**src/rtl/mont_conv_stream.sv**
```systemverilog
// ---------------------------------------------------------------------------
// mont_conv_stream
//
// Streaming Montgomery-domain converter for the NTT datapath.
//   in_mode = 0 : out = x * R mod Q      (into Montgomery form)
//   in_mode = 1 : out = x * R^-1 mod Q   (back to normal form)
// with R = 2^DATA_WIDTH. Both modes reuse one Montgomery reduction:
// mode 0 reduces x * (R^2 mod Q), mode 1 reduces x * 1.
//
// Pipeline (STAGES deep, fixed latency, global stall):
//   stage 0            : T  = x * k
//   stages 1..STAGES-2 : m  = (T * -Q^-1) mod R,  mq = m * Q   (then delay)
//   stage STAGES-1     : u  = (T + mq) / R, conditional subtract of Q
// With STAGES == 2 the reduction multiplies feed the last stage directly.
//
// Ports
//   clk, rst              clock, asynchronous active-high reset
//   in_valid/in_ready     input handshake (in_ready = !stall, combinational)
//   in_data, in_mode      coefficient and per-beat direction
//   out_valid/out_ready   output handshake
//   out_data              result in [0, Q), registered
//   out_last              high on every N-th output beat
//   busy                  any stage holds a valid beat
// ---------------------------------------------------------------------------
module mont_conv_stream #(
    parameter int          DATA_WIDTH = 23,
    parameter int unsigned Q          = 8380417,
    parameter int          STAGES     = 3,
    parameter int          N          = 256
) (
    input  logic                  clk,
    input  logic                  rst,
    input  logic                  in_valid,
    output logic                  in_ready,
    input  logic [DATA_WIDTH-1:0] in_data,
    input  logic                  in_mode,
    output logic                  out_valid,
    input  logic                  out_ready,
    output logic [DATA_WIDTH-1:0] out_data,
    output logic                  out_last,
    output logic                  busy
);

    localparam int TW  = 2 * DATA_WIDTH;      // product width
    localparam int SW  = TW + 1;              // T + m*Q needs one carry bit
    localparam int UW  = DATA_WIDTH + 1;      // (T + m*Q)/R < 2Q
    localparam int CW  = (N > 1) ? $clog2(N) : 1;
    localparam int MID = STAGES - 2;

    // R^2 mod Q by repeated doubling, so no wide intermediate is needed.
    function automatic logic [63:0] f_r2_mod_q();
        logic [63:0] r;
        r = 64'd1;
        for (int i = 0; i < 2 * DATA_WIDTH; i++) begin
            r = r << 1;
            if (r >= 64'(Q)) r = r - 64'(Q);
        end
        return r;
    endfunction

    // -Q^-1 mod 2^64 by Newton iteration; each step doubles the correct bits,
    // starting from 1 bit (Q odd), so six steps cover 64 bits.
    function automatic logic [63:0] f_neg_qinv();
        logic [63:0] inv;
        inv = 64'd1;
        for (int i = 0; i < 6; i++) begin
            inv = inv * (64'd2 - 64'(Q) * inv);
        end
        return ~inv + 64'd1;
    endfunction

    localparam logic [DATA_WIDTH-1:0] C2       = DATA_WIDTH'(f_r2_mod_q());
    localparam logic [DATA_WIDTH-1:0] QINV_NEG = DATA_WIDTH'(f_neg_qinv());
    localparam logic [UW-1:0]         Q_U      = UW'(Q);

    logic [STAGES-1:0]     r_valid;
    logic [TW-1:0]         r_t0;
    logic [DATA_WIDTH-1:0] r_out_data;
    logic [CW-1:0]         r_count;

    logic                  w_stall;
    logic                  w_out_xfer;
    logic [DATA_WIDTH-1:0] w_k;
    logic [DATA_WIDTH-1:0] w_m;
    logic [TW-1:0]         w_mq;
    logic [TW-1:0]         w_fin_t;
    logic [TW-1:0]         w_fin_mq;
    logic [SW-1:0]         w_sum;
    logic [UW-1:0]         w_u;
    logic [DATA_WIDTH-1:0] w_res;

    // Handshake: the whole pipe freezes only when the last stage cannot drain.
    assign w_stall    = r_valid[STAGES-1] && !out_ready;
    assign w_out_xfer = r_valid[STAGES-1] && out_ready;
    assign in_ready   = !w_stall;

    // Stage 0 operand: mode selects the constant multiplier per beat.
    assign w_k = in_mode ? DATA_WIDTH'(1) : C2;

    // Reduction multiplies; the DATA_WIDTH-bit product is exactly mod R.
    assign w_m  = DATA_WIDTH'(r_t0[DATA_WIDTH-1:0] * QINV_NEG);
    assign w_mq = TW'(w_m) * TW'(Q);

    // Last stage: T + m*Q is a multiple of R; the shift is exact.
    assign w_sum = SW'(w_fin_t) + SW'(w_fin_mq);
    assign w_u   = UW'(w_sum >> DATA_WIDTH);
    assign w_res = (w_u >= Q_U) ? DATA_WIDTH'(w_u - Q_U) : DATA_WIDTH'(w_u);

    // NOTE: sequential state uses non-blocking assignments so every register
    // samples pre-edge values and the shift order inside the block is irrelevant.
    always_ff @(posedge clk or posedge rst) begin
        if (rst) begin
            r_valid    <= '0;
            r_t0       <= '0;
            r_out_data <= '0;
            r_count    <= '0;
        end else begin
            if (!w_stall) begin
                // in_ready == !stall here, so in_valid is exactly "accepted".
                r_valid    <= {r_valid[STAGES-2:0], in_valid};
                r_t0       <= TW'(in_data) * TW'(w_k);
                r_out_data <= w_res;
            end
            if (w_out_xfer) begin
                r_count <= (r_count == CW'(N - 1)) ? '0 : r_count + CW'(1);
            end
        end
    end

    generate
        if (MID == 0) begin : g_no_mid
            assign w_fin_t  = r_t0;
            assign w_fin_mq = w_mq;
        end else begin : g_mid
            logic [TW-1:0] r_mid_t  [MID];
            logic [TW-1:0] r_mid_mq [MID];

            // NOTE: the small datapath arrays are reset too, so bubbles carry
            // zeros and out_data is deterministic right after reset.
            always_ff @(posedge clk or posedge rst) begin
                if (rst) begin
                    for (int i = 0; i < MID; i++) begin
                        r_mid_t[i]  <= '0;
                        r_mid_mq[i] <= '0;
                    end
                end else if (!w_stall) begin
                    r_mid_t[0]  <= r_t0;
                    r_mid_mq[0] <= w_mq;
                    for (int i = 1; i < MID; i++) begin
                        r_mid_t[i]  <= r_mid_t[i-1];
                        r_mid_mq[i] <= r_mid_mq[i-1];
                    end
                end
            end

            assign w_fin_t  = r_mid_t[MID-1];
            assign w_fin_mq = r_mid_mq[MID-1];
        end
    endgenerate

    assign out_valid = r_valid[STAGES-1];
    assign out_data  = r_out_data;
    assign out_last  = r_valid[STAGES-1] && (r_count == CW'(N - 1));
    assign busy      = |r_valid;

endmodule

```
**config.mk**
```make
export PLATFORM = sky130hd
export DESIGN_NAME = mont_conv_stream
export DESIGN_NICKNAME = d
export VERILOG_FILES = /design/src/rtl/mont_conv_stream.sv
export SDC_FILE = /design/constraint.sdc
export NUM_CORES = 2
export LEC_CHECK = 0
export ABC_AREA = 1
export BUFFER_PORTS_ARGS = -buffer_cell sky130_fd_sc_hd__buf_4
export CAP_MARGIN = 20
export CORE_MARGIN = 2
export CORE_UTILIZATION = 42
export CTS_BUF_LIST = sky130_fd_sc_hd__clkbuf_4 sky130_fd_sc_hd__clkbuf_8 sky130_fd_sc_hd__clkbuf_16
export DETAILED_ROUTE_END_ITERATION = 7
export PLACE_DENSITY = 0.68
export SYNTH_ARGS = -nofsm -noshare
export SYNTH_HDL_FRONTEND = slang
export SYNTH_SLANG_ARGS = --single-unit
```
**constraint.sdc**
```tcl
create_clock -name clk -period 27.9 [get_ports clk]
set_input_delay 4.185 -clock clk [delete_from_list [all_inputs] [get_ports clk]]
set_output_delay 4.185 -clock clk [all_outputs]
set_load 0.01 [all_outputs]
```
==> results.json <==
{
  "outcome": "complete, no violations",
  "synth_edf_count": 0,
  "hpwl_um": 59600,
  "root_buffer": "clkbuf_16",
  "cts_setup_buffers": 0,
  "slowest_stage": "fa_1",
  "cpPeakStageDelay_ns": 0.72,
  "cts.sinks": 157,
  "setup_tns_ns": 0,
  "pre_cts_slack_ns": 16.51,
  "dieArea_mm2": 0.0693,
  "wl_per_cell_um": 15.7,
  "dr.pass1.iters": 5,
  "worst_setup_path_start_kind": "flip-flop",
  "synth_top_cells_by_count": "inv_1 (824), nand2_1 (791), fa_1 (422)",
  "synthArstFlopShare_pct": 100,
  "globalRouteOverflowTotal": 0,
  "ant_nets": 0,
  "hold_class": "flip-flop to flip-flop",
  "synth_top_cell_by_area": "fa_1",
  "placement.io_buffers": 54,
  "finalHoldViolations": 0,
  "start_util_pct": 42.2,
  "rsz0062_at_grt": "false",
  "grt_pass1_wl_um": 116000,
  "ys_types": 51,
  "tritoncts": "yes",
  "required_ns": 28.25,
  "rows": 95,
  "layout-drive-gt1-share_pct": 4.93,
  "relSlewSlack_pct": 38.5,
  "clockBufferDepth": 2,
  "drtIter0Drc": 1178,
  "hold_path_depth": 2,
  "critPathMaxFanout": 8,
  "core_mm2": 0.0668,
  "cts_max_level": 4,
  "synth_top_flop_cell": "dfrtp_1",
  "die_h_um": 263,
  "max_slew.worst_pin.slew_ns": 0.923,
  "die_w_um": 263,
  "postCtsResizedCells": 0,
  "synth_top_area_share_pct": 29.9,
  "layout.nets": 4339,
  "drv_slew": 0,
  "grt_start_max_net_pins": 182,
  "synthCells": 3454,
  "cts_buffers": 17,
  "avgSynthCellArea_um2": 8.17,
  "period_share_pct": 41.2,
  "clk_latency_ns": 0.46,
  "dpl_cell_area_mm2": 0.0296,
  "fill_cells": 6668,
  "worst_slack_ns": 16.42,
  "clock.fmax_mhz": 87.1,
  "synth.most_common_cell": "inv_1",
  "yosysSeqAreaShare_pct": 13.9,
  "area_growth_pct": 7.02,
  "antenna_cells": 0,
  "grt_usage_pct": 21.0,
  "synth_nets": 4300,
  "period_needed_ns": 11.48,
  "vias": 21300,
  "critical_path_class": "flip-flop to flip-flop",
  "finClkSkew_ns": 0.0115,
  "ys.warnings.count": 0,
  "rr_worst_depth": 46,
  "drv_cap": 0,
  "setup_viol": 0,
  "grt_pass1_vias": 22500,
  "viasPerCell": 4.87,
  "path_clk_slew_ns": 0.08,
  "gp_congestion": 0.935,
  "drt_wl_total_um": 68700,
  "synth_seq_cells": 157,
  "setup.worst_path.end_class": "flip-flop",
  "antenna_found_initial": 1,
  "final_area_mm2": 0.0302,
  "drc_errors": 0,
  "io_pins": 55,
  "holdBufCountCts": 0,
  "syn_area_mm2": 0.0282,
  "synth_area_leaders": "fa_1 (30%), ha_1 (18%), dfrtp_1 (14%)",
  "cp_data_arrival_time_ns": 11.83
}
## cells in the final DEF, fill, tap and decap left out, types with 3 or more instances in the layout
master,count
nand2_1,791
ha_1,396
inv_8,5
xor2_1,58
o21ai_1,17
nand3_2,3
inv_2,18
a21oi_1,137
a31oi_1,9
nand4_1,21
nand3b_1,8
nor2_2,8
clkbuf_16,17
dfrtp_1,157
nor2_4,5
nand2_4,6
nor3_1,17
inv_1,823
a21boi_0,3
o21ai_0,93
inv_6,5
nand2_2,11
o21a_1,4
o21bai_1,13
xnor2_1,40
buf_4,57
a21o_1,13
nor3_2,3
fa_1,422
and2_1,5
or2_2,22
nor2_1,160
nand3_1,120
o31ai_1,8
nor4_1,3
## cell families after synthesis
logic type	synth area share, %
multiplexers	0.0399
AO/OA/AOI/OAI	5.96
XOR/XNOR	3.10
AND/OR/NAND/NOR	17.7
flip-flops	13.9
buffers and inverters	11.8
adder cells (fa/ha/maj)	47.5
## through the flow
stage / util [%] / std cells / hold slack, ns
after CTS: 45.2 / 4379 / 0.465
final: 45.2 / 4379 / 0.461
after floorplan: - / 3454 / 0.442
after global placement: 44.3 / 4347 / 0.450
after global routing: 45.2 / 4379 / 0.494
after detailed placement: 44.3 / 4347 / 0.453
## critical path, delay by kind of cell (launching register included)
family | cells | cell delay (ns)
AOI/OAI and AO/OA | 6 | 1.47
adders and majority gates | 15 | 6.65
buffers and inverters | 10 | 0.62
and+or+nand+nor | 13 | 1.26
DFF | 1 | 0.50
xor gates and xnor gates | 2 | 0.87
## final timing paths
check	slack (ns)	to	startpoint
hold / removal	0.46	g_mid.r_mid_t[37]	r_t0[37]
hold reg to reg	0.46	g_mid.r_mid_t[37]	r_t0[37]
setup reg to reg	16.42	g_mid.r_mid_mq[42]	r_t0[8]
max in group asynchronous	22.54	g_mid.r_mid_mq[22]	rst
min in group asynchronous	3.88	r_count[0]	rst
setup / recovery	16.42	g_mid.r_mid_mq[42]	r_t0[8]
## cell type report
class | instances | area [um2] | area share [%]
sequential | 157 | 3930 | 13.0
tap | 873 | 1090 | 3.62
multi-input combinational | 2416 | 21000 | 69.5
clock inverter | 14 | 149 | 0.493
inverter | 843 | 3170 | 10.5
clock buffer | 18 | 433 | 1.43
timing repair buffer | 58 | 448 | 1.48
## per-layer routing
layer  share of wire [%]  vias to the layer above  track usage [%]
met5               0.017                        -                0
met4                 3.7                        2             7.61
met3                 3.6                      109             1.86
met2                  47                      424             35.6
met1                  46                    10200             28.0
li1                    -                    10600                -
## registers in the layout, summed over array words and instances, names as in the netlist
name / cells
r_t0: 39
r_count: 8
g_mid.r_mid_mq: 46
g_mid.r_mid_t: 38
out_data: 23
r_valid: 3
Power is left out: the tool's default activity adds up to more than one toggle a clock period on the data nets, which glitch-free logic cannot reach.
